**config.mk**
```make
export PLATFORM = sky130hd
export DESIGN_NAME = lfsr_share_ctrl
export DESIGN_NICKNAME = d
export VERILOG_FILES = /design/src/rtl/lfsr_ctrl_pkg.sv /design/src/rtl/dffr.sv /design/src/rtl/lfsr_galois.sv /design/src/rtl/rr_arbiter.sv /design/src/rtl/lfsr_share_ctrl.sv
export SDC_FILE = /design/constraint.sdc
export NUM_CORES = 1
export LEC_CHECK = 0
export CAP_MARGIN = 10
export CELL_PAD_IN_SITES_DETAIL_PLACEMENT = 0
export CELL_PAD_IN_SITES_GLOBAL_PLACEMENT = 1
export CORE_ASPECT_RATIO = 1.4
export CORE_MARGIN = 3
export CORE_UTILIZATION = 45
export CTS_BUF_LIST = sky130_fd_sc_hd__clkbuf_4
export DETAILED_ROUTE_END_ITERATION = 8
export GPL_TIMING_DRIVEN = 0
export PLACE_DENSITY = 0.82
export SLEW_MARGIN = 20
export SYNTH_ARGS = -nofsm -noshare
export SYNTH_HDL_FRONTEND = slang
export SYNTH_HIERARCHICAL = 1
export SYNTH_SLANG_ARGS = --single-unit
```
**constraint.sdc**
```tcl
create_clock -name clk_i -period 6.18 [get_ports clk_i]
set_input_delay 1.236 -clock clk_i [delete_from_list [all_inputs] [get_ports clk_i]]
set_output_delay 1.236 -clock clk_i [all_outputs]
set_load 0.02 [all_outputs]
```
**src/rtl/lfsr_ctrl_pkg.sv**
```systemverilog
// Shared types for the LFSR sharing controller: FSM encoding and counter sizing.
package lfsr_ctrl_pkg;

  typedef enum logic [1:0] {
    ST_INIT  = 2'd0,
    ST_WARM  = 2'd1,
    ST_READY = 2'd2,
    ST_GAP   = 2'd3
  } state_t;

  // Counter must hold max(WARMUP, STRIDE)-1; never narrower than one bit.
  function automatic int cnt_width(input int warmup, input int stride);
    int m;
    m = (warmup > stride) ? warmup : stride;
    return (m < 2) ? 1 : $clog2(m);
  endfunction

endpackage

```
**src/rtl/dffr.sv**
```systemverilog
// Plain resettable register with asynchronous active-low reset.
module dffr #(
  parameter int           W   = 1,
  parameter logic [W-1:0] RST = '0
) (
  input  logic         clk_i,
  input  logic         rst_n_i,
  input  logic [W-1:0] d_i,
  output logic [W-1:0] q_o
);

  always_ff @(posedge clk_i or negedge rst_n_i) begin
    if (!rst_n_i) q_o <= RST;
    else          q_o <= d_i;
  end

endmodule

```
**src/rtl/lfsr_galois.sv**
```systemverilog
// Free-running right-shift Galois LFSR; a write overrides the step for one cycle.
module lfsr_galois #(
  parameter int                    DATA_WIDTH = 32,
  parameter logic [DATA_WIDTH-1:0] POLY       = 32'h8020_0003
) (
  input  logic                  clk_i,
  input  logic                  rst_n_i,
  input  logic                  wr_i,
  input  logic [DATA_WIDTH-1:0] dat_i,
  output logic [DATA_WIDTH-1:0] state_o
);

  logic [DATA_WIDTH-1:0] lfsr_q, lfsr_d;

  always_comb begin
    if (wr_i)           lfsr_d = dat_i;
    else if (lfsr_q[0]) lfsr_d = (lfsr_q >> 1) ^ POLY;
    else                lfsr_d = lfsr_q >> 1;
  end

  always_ff @(posedge clk_i or negedge rst_n_i) begin
    if (!rst_n_i) lfsr_q <= '0;
    else          lfsr_q <= lfsr_d;
  end

  assign state_o = lfsr_q;

endmodule

```
**src/rtl/rr_arbiter.sv**
```systemverilog
// Combinational round-robin pick: first asserted request at or after ptr_i, wrapping.
module rr_arbiter #(
  parameter  int NUM_REQ = 4,
  localparam int IW      = $clog2(NUM_REQ)
) (
  input  logic [NUM_REQ-1:0] req_i,
  input  logic [IW-1:0]      ptr_i,
  input  logic               en_i,
  output logic [NUM_REQ-1:0] gnt_o,
  output logic [IW-1:0]      win_o,
  output logic               vld_o
);

  logic [IW:0]   sum;
  logic [IW-1:0] idx;

  always_comb begin
    gnt_o = '0;
    win_o = '0;
    vld_o = 1'b0;
    sum   = '0;
    idx   = '0;
    for (int i = 0; i < NUM_REQ; i++) begin
      sum = {1'b0, ptr_i} + (IW+1)'(i);
      if (sum >= (IW+1)'(NUM_REQ)) sum = sum - (IW+1)'(NUM_REQ);
      idx = sum[IW-1:0];
      if (en_i && !vld_o && req_i[idx]) begin
        vld_o      = 1'b1;
        win_o      = idx;
        gnt_o[idx] = 1'b1;
      end
    end
  end

endmodule

```
**src/rtl/lfsr_share_ctrl.sv**
```systemverilog
// Seeds, warms up and time-shares one free-running Galois LFSR among NUM_REQ requesters.
module lfsr_share_ctrl
  import lfsr_ctrl_pkg::*;
#(
  parameter int                    DATA_WIDTH = 32,
  parameter logic [DATA_WIDTH-1:0] POLY       = 32'h8020_0003,
  parameter logic [DATA_WIDTH-1:0] SEED_DEF   = 32'h0000_0001,
  parameter int                    NUM_REQ    = 4,
  parameter int                    WARMUP     = 16,
  parameter int                    STRIDE     = 8
) (
  input  logic                  clk_i,
  input  logic                  rst_n_i,
  input  logic                  seed_wr_i,
  input  logic [DATA_WIDTH-1:0] seed_i,
  input  logic [NUM_REQ-1:0]    req_i,
  output logic [NUM_REQ-1:0]    gnt_o,
  output logic [DATA_WIDTH-1:0] rnd_o,
  output logic                  ready_o,
  output logic                  lockup_o
);

  localparam int            IW      = $clog2(NUM_REQ);
  localparam int            CW      = cnt_width(WARMUP, STRIDE);
  localparam logic [CW-1:0] WARM_LD = CW'(WARMUP - 1);
  localparam logic [CW-1:0] GAP_LD  = CW'(STRIDE - 1);

  logic [1:0]            state_raw;
  state_t                state_q, state_d;
  logic [IW-1:0]         ptr_q, ptr_d;
  logic [CW-1:0]         cnt_q, cnt_d;
  logic [NUM_REQ-1:0]    gnt_q, arb_gnt;
  logic [DATA_WIDTH-1:0] rnd_q, lfsr_st, lfsr_dat;
  logic [IW-1:0]         arb_win;
  logic                  arb_vld, arb_en, lock_det, lfsr_wr;
  logic                  ready_q, lockup_q;

  dffr #(.W(2), .RST(ST_INIT)) u_state (
    .clk_i(clk_i), .rst_n_i(rst_n_i), .d_i(state_d), .q_o(state_raw)
  );
  assign state_q = state_t'(state_raw);

  dffr #(.W(IW), .RST('0)) u_ptr (
    .clk_i(clk_i), .rst_n_i(rst_n_i), .d_i(ptr_d), .q_o(ptr_q)
  );

  lfsr_galois #(.DATA_WIDTH(DATA_WIDTH), .POLY(POLY)) u_lfsr (
    .clk_i(clk_i), .rst_n_i(rst_n_i), .wr_i(lfsr_wr), .dat_i(lfsr_dat), .state_o(lfsr_st)
  );

  // A seed write or lock-up recovery in the same cycle discards any selection.
  assign lock_det = (state_q != ST_INIT) && (lfsr_st == '0);
  assign arb_en   = (state_q == ST_READY) && !seed_wr_i && !lock_det;

  rr_arbiter #(.NUM_REQ(NUM_REQ)) u_arb (
    .req_i(req_i), .ptr_i(ptr_q), .en_i(arb_en),
    .gnt_o(arb_gnt), .win_o(arb_win), .vld_o(arb_vld)
  );

  always_comb begin
    state_d  = state_q;
    cnt_d    = cnt_q;
    ptr_d    = ptr_q;
    lfsr_wr  = 1'b0;
    lfsr_dat = SEED_DEF;
    if (seed_wr_i || lock_det) begin
      lfsr_wr = 1'b1;
      if (seed_wr_i && seed_i != '0) lfsr_dat = seed_i;
      state_d = ST_WARM;
      cnt_d   = WARM_LD;
    end else begin
      case (state_q)
        ST_INIT: begin
          lfsr_wr = 1'b1;
          state_d = ST_WARM;
          cnt_d   = WARM_LD;
        end
        ST_WARM, ST_GAP: begin
          if (cnt_q == '0) state_d = ST_READY;
          else             cnt_d   = cnt_q - 1'b1;
        end
        ST_READY: begin
          if (arb_vld) begin
            state_d = ST_GAP;
            cnt_d   = GAP_LD;
            ptr_d   = (arb_win == IW'(NUM_REQ - 1)) ? '0 : arb_win + 1'b1;
          end
        end
        default: state_d = ST_INIT;
      endcase
    end
  end

  always_ff @(posedge clk_i or negedge rst_n_i) begin
    if (!rst_n_i) begin
      cnt_q    <= '0;
      gnt_q    <= '0;
      rnd_q    <= '0;
      ready_q  <= 1'b0;
      lockup_q <= 1'b0;
    end else begin
      cnt_q   <= cnt_d;
      gnt_q   <= arb_gnt;
      ready_q <= (state_d == ST_READY);
      if (arb_vld)  rnd_q    <= lfsr_st;
      if (lock_det) lockup_q <= 1'b1;
    end
  end

  assign gnt_o    = gnt_q;
  assign rnd_o    = rnd_q;
  assign ready_o  = ready_q;
  assign lockup_o = lockup_q;

endmodule

```
==> out/summary.txt, run 1 <==
core area - 0.008658 mm^2
grt total ovfl - 0
Pins Over Slew Limit - 0
area of the multi-input gates - 0.001909 mm^2
final setup margin - 2.633 ns
Yosys cell types - 49
HP Class - reg -> reg
clk_skew - 0.01992 ns
die width - 86.05 um
dpl hpwl - 6.621 mm
sequential area share after synthesis - 48.36%
status - completed
I/O pins - 77
number of max-cap violations - 0
CTS tree - done
Mapped Avg Cell Area - 12.85 um^2
die height - 118.1 um
post-layout min period - 3.547 ns
Setup Total Neg Slack - 0 ns
relative slew slack - 60.46%
full die area - 0.01016 mm^2
Post-DRT Antenna Nets - 0
Synth Instances - 314
Mapped Area - 0.004036 mm^2
CP Launch Point - seed_wr_i
vias - 2710
Resized cells post-CTS - 0
Post-synth EDFFs - 0
Final Hold Vio Count - 0
syn nets - 362
post-CTS setup buffers - 0
final wirelength - 8.733 mm
CTS clk-pin slew, worst paths - 0.13 ns
warnings from Yosys - 6
register area - 0.001952 mm^2
RSZ-0062 raised after global routing - no
placed cell area - 0.004954 mm^2
htree depth - 3
Sink Count - 78
Crit. End Element - flop
area fraction of the dominant cell type after synthesis - 48.36%
fmax - 281.9 MHz
top cells by area, synth - dfrtp_1, mux2_2, mux2_4
leading cell type in the layout, fill and taps excluded - dfrtp_1
area leader, netlist - dfrtp_1
initial antenna violation count - 1
worst r2r src - u_ptr/q_o[0]$_DFF_PN0_
CP startpoint kind - input pin
WL/cell - 17.02 um
peak supply drop - 0.0001402 V
Clk Latency, worst-skew pair - 0.44 ns
Pre-antenna DRT Iters - 4
vias in the first global route - 2855
area grow syn2layout - 27.25%
worst path arrival time - 3.89 ns
crit path kind - in -> reg
register bit total from synthesis - 78
highest-count cells in the layout ignoring fill and taps - dfrtp_1, clkdlybuf4s50_1, mux2_2
PD cells - 206.8 mW/mm^2
# DRC - 0
share of cells above drive strength 1 - 24.82%
Core Util, Final - 59.32%
worst-path fanout max - 9
cts bufs inserted - 9
Placer Congestion - 0.8047
HP Start - lockup_o$_DFFE_PN0P_
Tot GR Track Use - 18.40%
Data required, critical path - 6.52 ns
Core Rows - 40
Initial Util - 46.62%
Final #Nets - 450
Clock Tree Buf Depth - 2
Post-Place Worst Slack - 2.171 ns
fill cell count - 757
final instance area - 0.005136 mm^2
Via-to-Cell Ratio - 5.283
crit share post-route - 57.40%
Main synth FF type - dfrtp_1
CTS root buf - clkbuf_4
Leak - 2.331 nW
first-pass GRT wire length - 14.33 mm
Post-CTS Hold Fix Bufs - 0
initial DRC count - 103
largest net degree at the start of global routing - 46
slew of the pin with the lowest slew margin - 0.5931 ns
final setup vio count - 0
Port Buf Inserts - 76
async set or reset register ratio after synthesis - 100.0%
through the flow:
| step | power (mW) | cells | hold slack (ns) |
|---|---|---|---|
| 2_1_floorplan | 0.6313 | 314 | 0.4984 |
| 3_3_place_gp | 0.6889 | 495 | 0.4503 |
| 3_5_place_dp | 0.6933 | 496 | 0.4828 |
| 4_1_cts | 1.073 | 512 | 0.5197 |
| 5_1_grt | 1.106 | 513 | 0.5416 |
| 6_report | 1.062 | 513 | 0.5131 |
cells in the mapped netlist (2+ instances only):
master	count
a21oi_1	4
and2_1	31
buf_12	2
buf_6	5
clkbuf_1	6
dfrtp_1	78
ha_1	9
inv_1	9
mux2_2	38
mux2_4	25
mux2i_1	7
mux4_1	2
mux4_2	2
nand2_1	19
nand3_1	4
nand3b_1	2
nand4_1	2
nor2_1	2
nor4_1	15
o211ai_1	2
o21a_1	3
o21ai_0	11
o22ai_1	2
o2bb2ai_1	5
xnor2_1	5
state kept, by name, indices dropped and copies added, names as in the netlist:
register,cells
ready_o,1
gnt_o,4
u_state/q_o,2
u_ptr/q_o,2
rnd_o,32
cnt_q,4
lockup_o,1
u_lfsr/state_o,32
logic make-up after synthesis:
| logic type | after synthesis | synth area share [%] |
|---|---|---|
| AOI/OAI and AO/OA | 33 | 5.735 |
| and+or+nand+nor | 89 | 13.42 |
| xor gates and xnor gates | 6 | 1.302 |
| buffers and inverters | 25 | 4.339 |
| DFF | 78 | 48.36 |
| adders and majority gates | 9 | 2.790 |
| muxes | 74 | 24.05 |
path summary, 6_finish.rpt:
| kind | endpoint | slack [ns] | cells after the start |
|---|---|---|---|
| max | u_ptr/q_o[1]$_DFF_PN0_ | 2.63 | 10 |
| min | lockup_o$_DFFE_PN0P_ | 0.51 | 1 |
| max reg2reg | rnd_o[17]$_DFFE_PN0P_ | 2.76 | 10 |
| min reg2reg | lockup_o$_DFFE_PN0P_ | 0.51 | 1 |
| max in group asynchronous | u_lfsr/state_o[29]$_DFF_PN0_ | 4.88 | 2 |
| min in group asynchronous | rnd_o[10]$_DFFE_PN0P_ | 0.73 | 1 |
layout make-up:
class,instances,share of cell area (%)
clock inverters,7,2.192
repair buffers,77,15.30
plain buffers,16,2.753
well taps,105,2.558
inverters,9,0.6577
clock buffers,9,1.315
diodes,1,0.04872
flip-flops and latches,78,38.00
multi-input cells,211,37.17
metal layers:
| metal | global-route usage, % | wire length [um] | vias to the layer above |
|---|---|---|---|
| met2 | 30.02 | 4461 | 68 |
| met4 | 7.822 | 192 | 0 |
| met1 | 23.13 | 3682 | 1328 |
| met5 | 0 | 0 | - |
| met3 | 4.202 | 395 | 11 |
| li1 | - | - | 1303 |
report_power, final:
| part | internal [mW] | switching (mW) |
|---|---|---|
| Sequential | 0.533 | 0.0235 |
| Clock | 0.203 | 0.178 |
| Combinational | 0.0754 | 0.0502 |
worst max-delay path, stage by stage:
cell             delay [ns]
clkdlybuf4s50_1        0.48
a31oi_4                0.31
and3b_2                0.23
buf_1                  0.32
nand2_1                0.12
nor4b_1                0.50
o22ai_1                0.12
o2bb2ai_1              0.22
xor2_1                 0.09
mux2_4                 0.26
Power figures use the tool's default switching activity.
==> run 2, diff against run 1 <==
Settings changed: CORE_UTILIZATION 45 to 39, PLACE_DENSITY 0.82 to 0.75.
Clock period 6.18 ns to 3 ns, I/O delays scaled along.
==> out/summary.txt, run 2 (synthesis gave the netlist of run 1 again) <==
# DRC - 0 (unchanged)
grt total ovfl - 0 (unchanged)
CTS clk-pin slew, worst paths - 0.13 ns (about the same)
crit path kind - reg -> reg
leading cell type in the layout, fill and taps excluded - dfrtp_1
htree depth - 3 (unchanged)
fill cell count - 937 (+24%)
initial antenna violation count - 0 (-1)
PnR Total Power - 1.957 mW (+84%)
die height - 126.4 um (+7.0%)
largest net degree at the start of global routing - 43 (-6.5%)
sequential power share - 58.7% (+6.3 points)
RSZ-0062 raised after global routing - no
Buf/Inv on CP - 4 (+2)
Crit. End Element - flop
number of max-cap violations - 0 (unchanged)
initial DRC count - 114 (+11%)
top cell family by delay on the critical path - multiplexers
reg-to-reg setup timing slack - 0.11 ns (-2.65 ns)
worst path arrival time - 3.22 ns (-0.67 ns)
fmax - 345.7 MHz
status - completed
Clock Tree Buf Depth - 2 (unchanged)
highest-count cells in the layout ignoring fill and taps - dfrtp_1, clkdlybuf4s50_1, mux2_2
sw frac - 27.26% (+3.6 points)
HP Class - in -> async
vias - 2758 (+1.8%)
Via-to-Cell Ratio - 5.024 (-4.9%)
Detail Route met2 WL - 4.422 mm (-0.87%)
CP startpoint kind - flop
Worst R2R Path Depth - 10 (unchanged)
met1 wire length - 3.787 mm (+2.9%)
CTS tree - done
WL/cell - 16.08 um (-5.5%)
final instance area - 0.005214 mm^2 (+1.5%)
Pins Over Slew Limit - 0 (unchanged)
Port Buf Inserts - 76 (unchanged)
CTS root buf - clkbuf_4
Met3 Wirelength - 433 um (+9.6%)
final setup vio count - 0 (unchanged)
Top Metal Used - met4
final wirelength - 8.828 mm (+1.1%)
Placer Congestion - 0.8214 (+2.1%)
slowest cell on the critical path - mux4_2
crit share post-route - 96.42%
Final Non-Filler Cells - 549 (+7.0%)
dpl hpwl - 6.684 mm (+0.95%)
CP max stage delay - 0.55 ns (+0.05 ns)
critical register-to-register path endpoint - u_ptr/q_o[1]$_DFF_PN0_
first-pass GRT wire length - 14.66 mm (+2.3%)
worst r2r src - u_ptr/q_o[0]$_DFF_PN0_
worst-path fanout max - 9 (unchanged)
peak supply drop - 0.0002157 V (+54%)
Antenna Cells - 0 (-1)
clk_skew - 0.01847 ns (-0.001454 ns)
Pint - 1.423 mW (+75%)
dpl cells - 526 (+6.0%)
Data required, critical path - 3.33 ns (-3.19 ns)
area grow syn2layout - 29.17%
Post-DRT Antenna Nets - 0 (unchanged)
crit-path cells - buf_6 -> clkinvlp_4 -> ha_4 -> buf_6 -> mux4_2 -> or2_4 -> o31a_1 -> clkbuf_8 -> and4b_4 -> mux2_4
Tot GR Track Use - 16.12% (-2.3 points)
Sink Count - 78 (unchanged)
placed cell area - 0.004984 mm^2 (+0.61%)
PD cells - 375.3 mW/mm^2 (+81%)
clock group share of total power - 28.1% (-7.7 points)
Initial Util - 40.34% (-6.3 points)
cts bufs inserted - 9 (unchanged)
Final Hold Vio Count - 0 (unchanged)
vias in the first global route - 2930 (+2.6%)
share of cells above drive strength 1 - 28.74% (+3.9 points)
I/O pins - 77 (unchanged)
CP most frequent cell - buf_6
Pre-antenna DRT Iters - 4 (unchanged)
core area - 0.01001 mm^2 (+16%)
die width - 91.98 um (+6.9%)
Sw Pwr - 0.5333 mW (+110%)
Gate power share - 13.2% (+1.4 points)
post-layout min period - 2.892 ns
Core Rows - 43 (+7.5%)
slew of the pin with the lowest slew margin - 0.6392 ns (+0.04611 ns)
Final #Nets - 457 (+1.6%)
Leak - 2.329 nW (about the same)
Clk Latency, worst-skew pair - 0.43 ns (about the same)
relative slew slack - 56.81% (-3.7 points)
full die area - 0.01162 mm^2 (+14%)
==> run 2: how the worst max path moves through the flow <==
stage | slack (ns) | cells past startpoint | to | startpoint
6_report | 0.11 | 10 | u_ptr/q_o[1]$_DFF_PN0_ | u_ptr/q_o[0]$_DFF_PN0_
5_1_grt | 0.01 | 12 | cnt_q[3]$_DFFE_PN0P_ | u_ptr/q_o[0]$_DFF_PN0_
4_1_cts | 0.02 | 10 | rnd_o[20]$_DFFE_PN0P_ | u_ptr/q_o[0]$_DFF_PN0_
3_5_place_dp | -0.43 | 9 | rnd_o[13]$_DFFE_PN0P_ | u_ptr/q_o[1]$_DFF_PN0_
3_3_place_gp | -1.37 | 1 | ready_o$_DFF_PN0_ | rst_n_i
2_1_floorplan | 0.02 | 10 | rnd_o[0]$_DFFE_PN0P_ | u_ptr/q_o[0]$_DFF_PN0_
==> run 2: metrics by stage <==
stage / setup WS [ns] / hold slack [ns] / TNS [ns] / util, %
final: 0.1075 / 0.1057 / 0 / 52.10
after global routing: 0.01387 / 0.09408 / 0 / 52.10
after CTS: 0.02368 / 0.08311 / 0 / 51.34
after detailed placement: -0.4310 / 0.4719 / -14.14 / 49.80
after global placement: -1.371 / 0.4546 / -119.74 / 49.62
after floorplan: 0.02120 / 0.3044 / 0 / -
==> run 2: timing repair <==
item,4_1_cts,5_1_grt
pin swaps,0,1
hold buffers,0,0
buffers inserted,2,6
gates resized for setup,12,12
setup endpoints to repair,40,36
endpoints found under the hold margin,0,0
==> run 2: cell type report <==
| cell class | count | area [um^2] | share of cell area [%] |
|---|---|---|---|
| buffer | 15 | 155.1 | 2.976 |
| sequential | 78 | 1954 | 37.48 |
| timing repair buffer | 85 | 838.3 | 16.08 |
| tap | 135 | 168.9 | 3.240 |
| clock buffer | 9 | 67.56 | 1.296 |
| inverter | 9 | 37.54 | 0.7199 |
| multi-input combinational | 211 | 1943 | 37.27 |
| clock inverter | 7 | 48.80 | 0.9359 |
==> run 2: per-layer routing <==
metal	track usage [%]	up-vias
met1	19.87	1363
met4	6.737	0
li1	-	1317
met5	0	-
met3	4.093	12
met2	26.89	66
==> run 2: power groups by stage <==
| stage | sequential [mW] | combinational, mW | clock, mW |
|---|---|---|---|
| 2_1_floorplan | 1.15 | 0.153 | 0 |
| 3_3_place_gp | 1.17 | 0.253 | 0 |
| 3_5_place_dp | 1.17 | 0.259 | 0 |
| 4_1_cts | 1.15 | 0.260 | 0.580 |
| 5_1_grt | 1.16 | 0.282 | 0.626 |
| 6_report | 1.15 | 0.258 | 0.550 |
==> run 3, diff against run 2 <==
Settings changed: CORE_UTILIZATION 39 to 45, DONT_BUFFER_PORTS from default to 1, PLACE_DENSITY 0.75 to 0.71.
==> out/summary.txt, run 3 (synthesis gave the netlist of run 1 again) <==
core area - 0.008658 mm^2 (-13%)
I/O pins - 77 (unchanged)
critical register-to-register path endpoint - rnd_o[17]$_DFFE_PN0P_
CP startpoint kind - flop
crit-path cells - buf_8 -> clkinvlp_4 -> ha_4 -> buf_8 -> mux4_2 -> or2_4 -> o31a_1 -> buf_8 -> clkbuf_4 -> mux2_2
largest net degree at the start of global routing - 79 (+84%)
Tot GR Track Use - 17.72% (+1.6 points)
Final Hold Vio Count - 0 (unchanged)
die height - 118.1 um (-6.6%)
Data required, critical path - 3.31 ns (-0.02 ns)
Final Non-Filler Cells - 444 (-19%)
reg-to-reg setup timing slack - 0.08 ns (-0.02 ns)
Antenna Cells - 0 (unchanged)
relative slew slack - 57.67% (+0.86 points)
full die area - 0.01016 mm^2 (-13%)
vias in the first global route - 2647 (-9.7%)
CTS clk-pin slew, worst paths - 0.12 ns (about the same)
grt total ovfl - 0 (unchanged)
HP Class - in -> async
Sink Count - 78 (unchanged)
placed cell area - 0.004168 mm^2 (-16%)
slew of the pin with the lowest slew margin - 0.6264 ns (-0.01274 ns)
Clock Tree Buf Depth - 2 (unchanged)
# DRC - 0 (unchanged)
worst r2r src - u_ptr/q_o[0]$_DFF_PN0_
area grow syn2layout - 10.94%
Placer Congestion - 0.7851 (-4.4%)
dpl hpwl - 6.238 mm (-6.7%)
clk_skew - 0.01356 ns (-0.004912 ns)
WL/cell - 19.21 um (+19%)
Buf/Inv on CP - 5 (+1)
die width - 86.05 um (-6.5%)
fill cell count - 775 (-17%)
final wirelength - 8.530 mm (-3.4%)
Pre-antenna DRT Iters - 4 (unchanged)
CP Launch Point - u_ptr/q_o[0]$_DFF_PN0_
peak supply drop - 0.0003142 V (+46%)
initial DRC count - 115 (+0.88%)
Final #Nets - 383 (-16%)
top cell family by delay on the critical path - multiplexers
Core Util, Final - 51.72% (-0.38 points)
CTS tree - done
fmax - 342.8 MHz (-0.83%)
Leak - 2.090 nW (-10%)
dpl cells - 419 (-20%)
Clk Latency, worst-skew pair - 0.42 ns (about the same)
CP max stage delay - 0.54 ns (about the same)
slowest cell on the critical path - mux4_2
register area - 0.001954 mm^2 (unchanged)
WP depth - 10 (unchanged)
first-pass GRT wire length - 13.77 mm (-6.1%)
PD cells - 449.4 mW/mm^2 (+20%)
Via-to-Cell Ratio - 5.538 (+10%)
number of max-cap violations - 0 (unchanged)
status - completed
share of cells above drive strength 1 - 35.10% (+6.4 points)
Worst R2R Path Depth - 10 (unchanged)
PnR Total Power - 2.013 mW (+2.9%)
area of the multi-input gates - 0.001943 mm^2 (unchanged)
Core Rows - 40 (-7.0%)
post-layout min period - 2.917 ns (+0.02431 ns)
CTS root buf - clkbuf_4
Port Buf Inserts - 0 (-100%)
Post-DRT Antenna Nets - 0 (unchanged)
worst path arrival time - 3.22 ns (about the same)
Crit. End Element - flop
final setup vio count - 0 (unchanged)
final instance area - 0.004478 mm^2 (-14%)
crit share post-route - 97.23% (+0.81 points)
crit path kind - reg -> reg
leading cell type in the layout, fill and taps excluded - dfrtp_1
cts bufs inserted - 9 (unchanged)
CP most frequent cell - buf_8
Pins Over Slew Limit - 0 (unchanged)
vias - 2459 (-11%)
crit path to - rnd_o[17]$_DFFE_PN0P_
htree depth - 3 (unchanged)
Initial Util - 46.62% (+6.3 points)
initial antenna violation count - 0 (unchanged)
worst-path fanout max - 10 (+1)
highest-count cells in the layout ignoring fill and taps - dfrtp_1, mux2_2, and2_1
run 3: cell count changes in the layout (fill, tap and decap cells not counted), sizes merged:
cell	before	now
clkbuf	13	14
inv	9	8
clkdlybuf4s50	75	0
bufinv	0	2
clkinvlp	3	1
run 3: stage by stage:
step	setup TNS (ns)	hold WS (ns)	setup WS, ns
final	0	0.04904	0.08321
after CTS	0	0.04553	0.003124
after global routing	-0.009801	0.03236	-0.008455
after detailed placement	-13.28	0.3090	-0.4315
after floorplan	0	0.3044	0.02120
after global placement	-12.37	0.3084	-0.3965
run 3: power breakdown:
part           internal [mW]  leakage [nW]  total (mW)  switching (mW)
Sequential              1.10          1.02        1.15          0.0485
Clock                  0.326        0.0806       0.669           0.343
Combinational          0.113         0.988       0.198          0.0847
Total                   1.54          2.09        2.01           0.476
run 3: worst min path at each step:
| stage | from | depth (start not counted) | endpoint | slack, ns |
|---|---|---|---|---|
| after floorplan | rst_n_i | 0 | cnt_q[0]$_DFFE_PN0P_ | 0.30 |
| after global placement | rst_n_i | 0 | cnt_q[2]$_DFFE_PN0P_ | 0.31 |
| after detailed placement | rst_n_i | 0 | cnt_q[2]$_DFFE_PN0P_ | 0.31 |
| after CTS | rst_n_i | 1 | u_ptr/q_o[1]$_DFF_PN0_ | 0.05 |
| after global routing | rst_n_i | 1 | cnt_q[3]$_DFFE_PN0P_ | 0.03 |
| final | rst_n_i | 1 | u_ptr/q_o[1]$_DFF_PN0_ | 0.05 |
run 3: cell type report:
cell class / instances / share of cell area, %
timing repair buffer: 11 / 2.291
multi-input combinational: 211 / 43.39
inverter: 9 / 0.8382
clock inverter: 6 / 1.732
tap: 105 / 2.934
buffer: 15 / 3.660
sequential: 78 / 43.64
clock buffer: 9 / 1.509
run 3: timing repair:
item                       CTS  global route
hold buffers                 1             0
gates cloned                 0             0
hold endpoints to repair    78             0
buffers inserted             2             8
pin swaps                    0             3
setup endpoints to repair   40            35
resized for setup           11            11
run 3: per-layer routing:
layer | wire [um] | global-route usage (%)
met1 | 3324 | 20.34
met2 | 4326 | 29.34
met3 | 702 | 7.423
met4 | 176 | 6.040
met5 | 0 | 0
